### config.mk
export PLATFORM = sky130hd
export DESIGN_NAME = updown_counter
export DESIGN_NICKNAME = d
export VERILOG_FILES = /design/src/rtl/updown_counter.sv
export SDC_FILE = /design/constraint.sdc
export NUM_CORES = 1
export LEC_CHECK = 0
export CELL_PAD_IN_SITES_DETAIL_PLACEMENT = 0
export CELL_PAD_IN_SITES_GLOBAL_PLACEMENT = 1
export CORE_MARGIN = 2
export CORE_UTILIZATION = 35
export DETAILED_ROUTE_END_ITERATION = 12
export PLACE_DENSITY = 0.8
export SYNTH_ARGS = -nofsm -noshare
export SYNTH_HDL_FRONTEND = slang
export SYNTH_SLANG_ARGS = --single-unit
### constraint.sdc
create_clock -name clk -period 2.08 [get_ports clk]
set_input_delay 0.624 -clock clk [delete_from_list [all_inputs] [get_ports clk]]
set_output_delay 0.624 -clock clk [all_outputs]
set_load 0.02 [all_outputs]
### src/rtl/updown_counter.sv
// Up/down modulo counter with optional saturation, a one-cycle wrap pulse and a sticky
// overflow flag. Priority per edge is clear > load > enable > hold.
module updown_counter #(
    parameter int unsigned NUM_BITS = 8,
    parameter int unsigned MODULUS  = 2 ** NUM_BITS,
    parameter int unsigned SATURATE = 0
) (
    input  logic                clk,
    input  logic                reset,
    input  logic                enable,
    input  logic                up,
    input  logic                clear,
    input  logic                load,
    input  logic [NUM_BITS-1:0] load_value,
    output logic [NUM_BITS-1:0] count,
    output logic                at_max,
    output logic                at_min,
    output logic                wrap,
    output logic                overflow
);

    localparam logic [NUM_BITS-1:0] MaxVal = NUM_BITS'(MODULUS - 1);
    localparam logic [NUM_BITS-1:0] One    = NUM_BITS'(1);

    logic [NUM_BITS-1:0] count_q, count_d;
    logic                wrap_q, wrap_d;
    logic                overflow_q, overflow_d;

    always_comb begin
        count_d    = count_q;
        wrap_d     = 1'b0;
        overflow_d = overflow_q;
        if (clear) begin
            count_d    = '0;
            overflow_d = 1'b0;
        end else if (load) begin
            // Out-of-range load values clamp to the top of the range.
            count_d = (load_value > MaxVal) ? MaxVal : load_value;
        end else if (enable) begin
            if (up) begin
                if (count_q == MaxVal) begin
                    wrap_d     = 1'b1;
                    overflow_d = 1'b1;
                    count_d    = (SATURATE != 0) ? count_q : '0;
                end else begin
                    count_d = count_q + One;
                end
            end else begin
                if (count_q == '0) begin
                    wrap_d     = 1'b1;
                    overflow_d = 1'b1;
                    count_d    = (SATURATE != 0) ? count_q : MaxVal;
                end else begin
                    count_d = count_q - One;
                end
            end
        end
    end

    always_ff @(posedge clk or negedge reset) begin
        if (!reset) begin
            count_q    <= '0;
            wrap_q     <= 1'b0;
            overflow_q <= 1'b0;
        end else begin
            count_q    <= count_d;
            wrap_q     <= wrap_d;
            overflow_q <= overflow_d;
        end
    end

    assign count    = count_q;
    assign wrap     = wrap_q;
    assign overflow = overflow_q;
    assign at_max   = (count_q == MaxVal);
    assign at_min   = (count_q == '0);

endmodule

==> results.py, run 1 <==
metrics = {
    "power_and_ir_drop": {
        "ir_worst_vdd_mv": 0.397,
        "p_per_area_mw_per_mm2": 517,
        "power_mw": 0.767,
        "leakagePower_nw": 0.682,
    },
    "sta": {
        "finalCriticalPeriod_ps": 2100,
        "hold_viol": 0,
        "rsz0062_at_grt": "true",
        "finalCritPeriodShare_pct": 101,
        "skew_ps": 3.12,
        "setup_ws_ps": -23.4,
        "relSlewSlack_pct": 62.4,
        "clock.fmax_mhz": 475,
        "timing.hold.ws_ps": 526,
        "worstMarginPinSlew_ps": 559,
        "finalSetupViolCount": 1,
        "drv_slew": 0,
    },
    "synthesis": {
        "ys_ff_latch": 10,
        "synth_edf_count": 0,
        "synthFlopType": "dfrtp_1",
        "ys_async_sr_fraction_pct": 100,
        "avgSynthCellArea_um2": 8.20,
        "synth.top_cells.by_area": "dfrtp_1 (25%), buf_6 (5.6%), a21oi_1 (4.0%)",
        "synth_top_area_share_pct": 24.8,
        "synthMuxAreaShare_pct": 3.23,
        "yosys.area.top_type": "dfrtp_1",
        "ys_types": 47,
        "synth_top_family_by_area": "compound AO/OA/AOI/OAI gates",
        "synthAdderAreaFrac_pct": 3.72,
        "synth_xor_area_share_pct": 3.47,
        "syn_nets": 140,
        "synth_compound_area_share_pct": 29.9,
        "ys_warn_count": 0,
        "yosysSeqAreaShare_pct": 24.8,
        "syn-cell-area_mm2": 0.00101,
        "yosys.area_share.simple_pct": 22.3,
        "netlist_instances": 123,
    },
    "floorplan": {
        "num_rows": 19,
        "fp.dieW_um": 57.7,
        "core_area_mm2": 0.00276,
        "fp.dieH_um": 57.7,
        "initial_utilization_pct": 36.6,
        "io_pins": 26,
        "die-area_mm2": 0.00333,
    },
    "setup_path": {
        "slowest_delay_ps": 410,
        "cp_slowest_cell": "dfrtp_2",
        "cpLargestDelayFamily": "simple AND/OR/NAND/NOR gates",
        "critical_path_arrival_ps": 1480,
        "crit_chain": "inv_2 > ha_4 > or3b_4 > nor2_4 > buf_6",
        "crit_fanout": 3,
        "cp-start-kind": "flip-flop",
        "path_buf_inv": 2,
        "cp-end-kind": "output pin",
        "path_class": "reg -> out",
        "crit_required_ps": 1460,
    },
    "clocking": {
        "clk_pin_slew_worst_paths_ps": 80,
        "h-tree-depth": 1,
        "postCtsSetupBuffers": 0,
        "cts_hold_buf": 0,
        "clock_latency_ps": 280,
        "tritoncts": "yes",
        "cts.sinks": 10,
        "cts_inserted_buffers": 3,
        "cts_buffer_depth": 2,
        "cts_root_buf": "clkbuf_4",
    },
    "final_layout": {
        "final_common_cell": "buf_4",
        "final_cell_mix": "buf_4 (28), clkdlybuf4s50_1 (18), nand2_1 (9), dfrtp_1 (9)",
        "drive_above_1_share_pct": 28.0,
        "final_util_pct": 53.8,
        "nFillCells": 269,
        "area_growth_pct": 47.0,
        "diodes": 0,
        "final_cell_area_mm2": 0.00148,
        "fin_nets": 186,
    },
    "job": {
        "max_cap_violations": 0,
    },
    "route": {
        "drc": 0,
        "vias": 1146,
        "drtAntennaViolNets": 0,
        "drt_iter0_markers": 49,
        "wire_per_inst_um": 15.8,
        "first_pass_iters": 4,
        "vias_per_cell": 5.76,
        "wl_mm": 3.15,
    },
    "grt": {
        "overflow": 0,
        "grt_pass1_vias": 1092,
        "grt_max_degree": 13,
        "antenna_found_initial": 0,
        "track_usage_pct": 20.6,
        "grt_pass1_wl_mm": 5.19,
    },
    "place": {
        "globalplace.congestion": 0.877,
        "pre_cts_ws_ps": -386,
        "placed_cell_area_mm2": 0.00142,
        "dpl.hpwl_mm": 2.39,
        "port_buffers": 25,
    },
    "status": {
        "outcome": "complete, but fails checks",
        "violations": "setup timing",
    },
    "worst_hold_path": {
        "hp-class": "reg -> reg",
    },
}
[registers in the layout, summed over array words and instances, names as in the netlist]
| name | cells |
|---|---|
| count | 8 |
| wrap | 1 |
| overflow | 1 |
[report_power, final]
part	switching [mW]	internal, mW
registers	0.00888	0.209
clock network	0.0809	0.107
logic	0.185	0.176
total	0.275	0.492
[routing by layer]
metal  up-vias  track usage [%]  part of all wire (%)
met4         0             6.31                   1.4
met2        57             34.7                    49
li1        543                -                     -
met5         -                0                     0
met3         5             3.35                   7.5
met1       541             27.2                    42
[cell families after synthesis]
| group | count (synthesis) |
|---|---|
| buffers and inverters | 21 |
| adders and majority gates | 3 |
| DFF | 10 |
| AOI/OAI and AO/OA | 40 |
| xor gates and xnor gates | 4 |
| muxes | 3 |
| and+or+nand+nor | 42 |
[worst register-to-register path, cell delays in order, from the launching register on]
cell     delay, ps
dfrtp_1        380
or4_4          560
buf_4          190
o31a_1         290
o41ai_2        190
a21oi_1        100
[cell usage after synthesis, types with 5 or more instances]
cell and count:
a21oi_1 8, dfrtp_1 10, nor2_1 6, nor3_1 6
nand2_1 9, o21ai_0 8, inv_1 10, buf_6 5
nand3_1 6
[area by class of cell]
class                      count  area, µm²  share of cell area (%)
sequential                    10        251                    17.0
multi-input combinational     92        654                    44.1
clock buffer                   4       36.3                    2.45
timing repair buffer          52        464                    31.3
inverter                      10       37.5                    2.53
tap                           31       38.8                    2.62
[final timing paths]
kind / from / end / slack (ps) / cells after the start
setup / recovery: count[0] / at_min / -20 / 5
hold / removal: overflow / overflow / 530 / 2
max in group asynchronous: reset / count[0] / 1060 / 1
setup reg to reg: count[5] / count[7] / 250 / 5
min in group asynchronous: reset / count[3] / 660 / 1
hold reg to reg: overflow / overflow / 530 / 2
[stage by stage]
stage / setup TNS, ps / instances
after floorplan: 0 / 123
after global routing: -84.4 / 199
after global placement: -636 / 195
final: -23.4 / 199
after CTS: -27.0 / 199
after detailed placement: -707 / 195
[what timing repair did]
action,CTS,global route
resized for setup,15,6
gates cloned,0,0
pin swaps,2,0
endpoints found under the setup margin,2,7
Note: power is estimated with default switching activity, not from simulation.
==> run 2, diff against run 1 <==
- CELL_PAD_IN_SITES_DETAIL_PLACEMENT: 0 -> not set
- CELL_PAD_IN_SITES_GLOBAL_PLACEMENT: 1 -> not set
- CORE_UTILIZATION: 35 -> 45
- PLACE_DENSITY: 0.8 -> 0.76
==> run 2 against run 1 <==
Largest power group unchanged. Count of clock-buffer cells in the layout unchanged. Sequential power about the same. Core utilization up 16 points. Global-route usage up 5.4 points. Power up 1.1%. The flow still finishes with violations (setup timing). Clock power down 4%. Die area down 21%. Fmax up 0.52%.
==> results.py, run 2 (same netlist as run 1, synthesis figures left out) <==
metrics = {
    "worst_hold_path": {
        "hp-class": "reg -> reg",
        "worstHoldStart": "overflow",
    },
    "setup_path": {
        "crit_fanout": 2,
        "cp-startpoint": "count[0]",
        "cp_slowest_cell": "dfrtp_2",
        "crit_required_ps": 1460,
        "critical_path_arrival_ps": 1470,
        "cp-start-kind": "flip-flop",
        "cp-end-kind": "output pin",
        "slowest_delay_ps": 410,
        "reg2reg_from": "count[5]",
        "path_class": "reg -> out",
        "crit_chain": "inv_2 > ha_4 > or3b_4 > nor2_4 > buf_6",
    },
    "place": {
        "globalplace.congestion": 0.918,
        "port_buffers": 25,
        "dpl.hpwl_mm": 2.43,
        "dp.cells": 196,
    },
    "floorplan": {
        "initial_utilization_pct": 46.5,
        "fp.dieW_um": 51.3,
        "core_area_mm2": 0.00217,
        "fp.dieH_um": 51.3,
        "num_rows": 17,
        "io_pins": 26,
        "die-area_mm2": 0.00264,
    },
    "power_and_ir_drop": {
        "leakagePower_nw": 0.731,
        "p_comb_share_pct": 48.6,
        "p_sw_share_pct": 35.3,
        "p_per_area_mw_per_mm2": 512,
        "clockPowerShare_pct": 23.2,
        "power.switching_mw": 0.274,
        "power.internal_mw": 0.501,
        "ir_worst_vdd_mv": 0.383,
        "p_seq_share_pct": 28.1,
    },
    "grt": {
        "overflow": 0,
        "track_usage_pct": 26.0,
        "grt_pass1_wl_mm": 5.04,
        "antenna_found_initial": 0,
        "grt_max_degree": 15,
        "grt_pass1_vias": 1149,
    },
    "sta": {
        "finalCriticalPeriod_ps": 2090,
        "skew_ps": 4.27,
        "setup_ws_ps": -12.5,
        "timing.hold.ws_ps": 527,
        "finalCritPeriodShare_pct": 101,
        "worstMarginPinSlew_ps": 532,
        "drv_slew": 0,
        "clock.fmax_mhz": 478,
        "relSlewSlack_pct": 64.4,
        "rsz0062_at_grt": "true",
        "hold_viol": 0,
        "finalSetupViolCount": 1,
    },
    "final_layout": {
        "final_cell_mix": "buf_4 (32), clkdlybuf4s50_1 (16), nand2_1 (9), dfrtp_1 (9)",
        "drive_above_1_share_pct": 29.7,
        "fin_nets": 190,
        "area_growth_pct": 50.1,
        "diodes": 0,
        "final_util_pct": 69.8,
        "largest_reg_flops": 8,
        "final_common_cell": "buf_4",
        "nFillCells": 190,
        "stdcell_count": 200,
    },
    "clocking": {
        "h-tree-depth": 1,
        "cts.sinks": 10,
        "cts_hold_buf": 0,
        "cts_buffer_depth": 2,
        "cts_inserted_buffers": 3,
        "cts_root_buf": "clkbuf_4",
        "clk_pin_slew_worst_paths_ps": 70,
        "postCtsSetupBuffers": 0,
        "tritoncts": "yes",
        "clock_latency_ps": 270,
    },
    "route": {
        "wl_mm": 3.23,
        "first_pass_iters": 4,
        "drtAntennaViolNets": 0,
        "wire_per_inst_um": 16.2,
        "vias": 1172,
        "vias_per_cell": 5.86,
        "drc": 0,
        "drt_iter0_markers": 31,
    },
    "status": {
        "violations": "setup timing",
        "outcome": "complete, but fails checks",
    },
    "job": {
        "max_cap_violations": 0,
    },
}
-- run 2: changes by cell type in the layout (fill, tap and decap cells not counted) --
cell,change
buf_4,+4
clkdlybuf4s50_1,-2
dlymetal6s2s_1,+2
-- run 2: repair_timing --
item / CTS / global route
pin swaps: 2 / 0
gates resized for setup: 15 / 8
hold endpoints to repair: 0 / 0
endpoints found under the setup margin: 2 / 9
-- run 2: per-stage QoR --
stage | power (mW) | setup WS (ps) | setup TNS (ps) | area, µm²
detailed placement | 0.585 | -371 | -822 | 1450
global route | 0.814 | -77.4 | -88.5 | 1510
finish | 0.775 | -12.5 | -12.5 | 1510
global placement | 0.577 | -334 | -605 | 1450
floorplan | 0.437 | 5.93 | 0 | 1020
CTS | 0.772 | -17.4 | -17.4 | 1490
-- run 2: power by group through the flow --
| stage | Sequential, mW | Clock (mW) | Combinational, mW |
|---|---|---|---|
| 2_1_floorplan | 0.246 | 0 | 0.190 |
| 3_3_place_gp | 0.219 | 0 | 0.358 |
| 3_5_place_dp | 0.221 | 0 | 0.364 |
| 4_1_cts | 0.218 | 0.180 | 0.375 |
| 5_1_grt | 0.220 | 0.193 | 0.402 |
| 6_report | 0.218 | 0.180 | 0.377 |
-- run 2: routing by layer --
metal  vias up  track usage [%]  share of wire, %
li1        556                -                 -
met5         -                0                 0
met4         0             11.0               2.2
met2        73             46.1                49
met3         8             4.39               9.5
met1       535             30.8                39
-- run 2: layout make-up --
cell class                 count  area (µm²)  share of cell area (%)
tap                           28        35.0                    2.31
clock buffer                   4        36.3                    2.40
multi-input combinational     92         654                    43.2
inverter                      10        37.5                    2.48
timing repair buffer          56         499                    33.0
sequential                    10         251                    16.6
-- run 2: worst max-delay path: cells and delay by family (launching register included) --
| kind | cells | cell delay, ps |
|---|---|---|
| fa+ha+maj | 1 | 120 |
| buf+inv | 2 | 190 |
| flops | 1 | 410 |
| simple gates | 2 | 480 |
-- run 2: worst paths after layout --
kind,endpoint,slack (ps),cells after the start
min in group asynchronous,wrap,700,1
hold reg to reg,overflow,530,2
hold / removal,overflow,530,2
max in group asynchronous,count[0],990,1
setup reg to reg,count[7],210,5
setup / recovery,at_min,-10,5
==> run 3, diff against run 2 <==
- CAP_MARGIN: not set -> 30
- PLACE_DENSITY: 0.76 -> not set
- PLACE_DENSITY_LB_ADDON: not set -> 0.2
- SLEW_MARGIN: not set -> 20
==> run 3 against run 2 <==
The flow still finishes with violations (setup timing). Critical path depth did not move. Power grew 0.28%. Cell count grew 0.50%. Sequential cell count unchanged.
==> results.py, run 3 (same netlist as run 1, synthesis figures left out) <==
metrics = {
    "route": {
        "wire_per_inst_um": 15.8,
        "wl_mm": 3.18,
        "vias_per_cell": 6.03,
        "vias": 1212,
        "drtAntennaViolNets": 0,
        "drc": 0,
        "drt_iter0_markers": 40,
        "first_pass_iters": 4,
    },
    "status": {
        "outcome": "complete, but fails checks",
        "violations": "setup timing",
    },
    "floorplan": {
        "fp.dieH_um": 51.3,
        "die-area_mm2": 0.00264,
        "num_rows": 17,
        "io_pins": 26,
        "core_area_mm2": 0.00217,
        "fp.dieW_um": 51.3,
        "initial_utilization_pct": 46.5,
    },
    "setup_path": {
        "path_class": "reg -> out",
        "r2r-end": "count[4]",
        "r2r_setup_slack_ps": 220,
        "reg2reg_from": "count[0]",
        "critical_path_arrival_ps": 1480,
        "cp-end-kind": "output pin",
        "crit_required_ps": 1460,
        "cp-start-kind": "flip-flop",
        "r2r_cells": 7,
        "crit_fanout": 2,
    },
    "worst_hold_path": {
        "hp-class": "reg -> reg",
        "hold_depth": 2,
        "worstHoldStart": "overflow",
        "whs_endpoint": "overflow",
    },
    "clocking": {
        "cts_inserted_buffers": 3,
        "cts_root_buf": "clkbuf_4",
        "h-tree-depth": 1,
        "cts_buffer_depth": 2,
        "cts_hold_buf": 0,
        "tritoncts": "yes",
        "clock_latency_ps": 270,
        "clk_pin_slew_worst_paths_ps": 80,
        "cts.sinks": 10,
    },
    "grt": {
        "grt_max_degree": 13,
        "track_usage_pct": 26.1,
        "antenna_found_initial": 0,
        "grt_pass1_vias": 1110,
        "overflow": 0,
        "grt_pass1_wl_mm": 5.13,
    },
    "final_layout": {
        "fin_nets": 191,
        "final_common_cell": "buf_4",
        "final_cell_mix": "buf_4 (33), clkdlybuf4s50_1 (18), nand2_1 (9), dfrtp_1 (9)",
        "diodes": 0,
        "drive_above_1_share_pct": 30.1,
        "largest_reg_flops": 8,
        "area_growth_pct": 50.4,
        "final_util_pct": 69.9,
    },
    "place": {
        "pre_cts_ws_ps": -374,
        "port_buffers": 25,
        "dpl.hpwl_mm": 2.49,
        "globalplace.congestion": 0.920,
    },
    "sta": {
        "drv_slew": 0,
        "hold_viol": 0,
        "relSlewSlack_pct": 66.5,
        "timing.hold.ws_ps": 520,
        "clock.fmax_mhz": 475,
        "finalCriticalPeriod_ps": 2100,
        "finalCritPeriodShare_pct": 101,
        "rsz0062_at_grt": "true",
        "setup_ws_ps": -23.1,
        "finalSetupViolCount": 1,
        "worstMarginPinSlew_ps": 501,
        "skew_ps": 5.38,
    },
    "power_and_ir_drop": {
        "leakagePower_nw": 0.704,
        "ir_worst_vdd_mv": 0.363,
        "p_per_area_mw_per_mm2": 512,
        "power_mw": 0.777,
    },
    "job": {
        "max_cap_violations": 0,
    },
}
run 3: stage by stage:
stage	TNS (ps)	instance area (µm²)	cells
floorplan	0	1020	123
global placement	-860	1430	194
detailed placement	-1070	1430	194
CTS	-19.8	1490	199
global route	-106	1520	201
finish	-23.1	1520	201
run 3: cell type report:
cell class	instances	area [µm²]
Inverter	10	37.5
Clock buffer	4	36.3
Fill cell	174	653
Multi-Input combinational cell	92	654
Timing Repair Buffer	57	502
Tap cell	28	35.0
Sequential cell	10	251
run 3: per-layer routing:
layer	GRT usage, %	routed length [µm]	up-vias
li1	-	-	560
met2	46.1	1560	78
met5	0	0	-
met3	3.22	299	6
met1	33.2	1280	568
met4	7.46	32	0
run 3: what timing repair did:
| action | CTS | global route |
|---|---|---|
| pin swaps | 1 | 0 |
| setup buffers | 1 | 2 |
| endpoints found under the setup margin | 2 | 7 |
| resized for setup | 15 | 6 |
| cloned | 0 | 0 |
run 3: how the worst max path moves through the flow:
stage	depth (start not counted)	startpoint	slack, ps	endpoint
after global placement	5	count[0]	-340	at_min
after global routing	5	count[1]	-100	at_min
after CTS	5	count[0]	-20	at_min
after detailed placement	5	count[0]	-370	at_min
after floorplan	4	count[1]	6	at_min
final	5	count[0]	-20	at_min
run 3: critical path: stages, from the launching register on:
cell and delay [ps]:
dfrtp_2 410, inv_2 80, ha_4 130, or3b_4 390
nor2_4 90, buf_6 110
run 3: power by group:
part,switching [mW],leakage [nW],internal [mW]
Clock,0.0766,0.0210,0.106
Sequential,0.00888,0.132,0.209
Combinational,0.189,0.552,0.188
Total,0.274,0.704,0.503
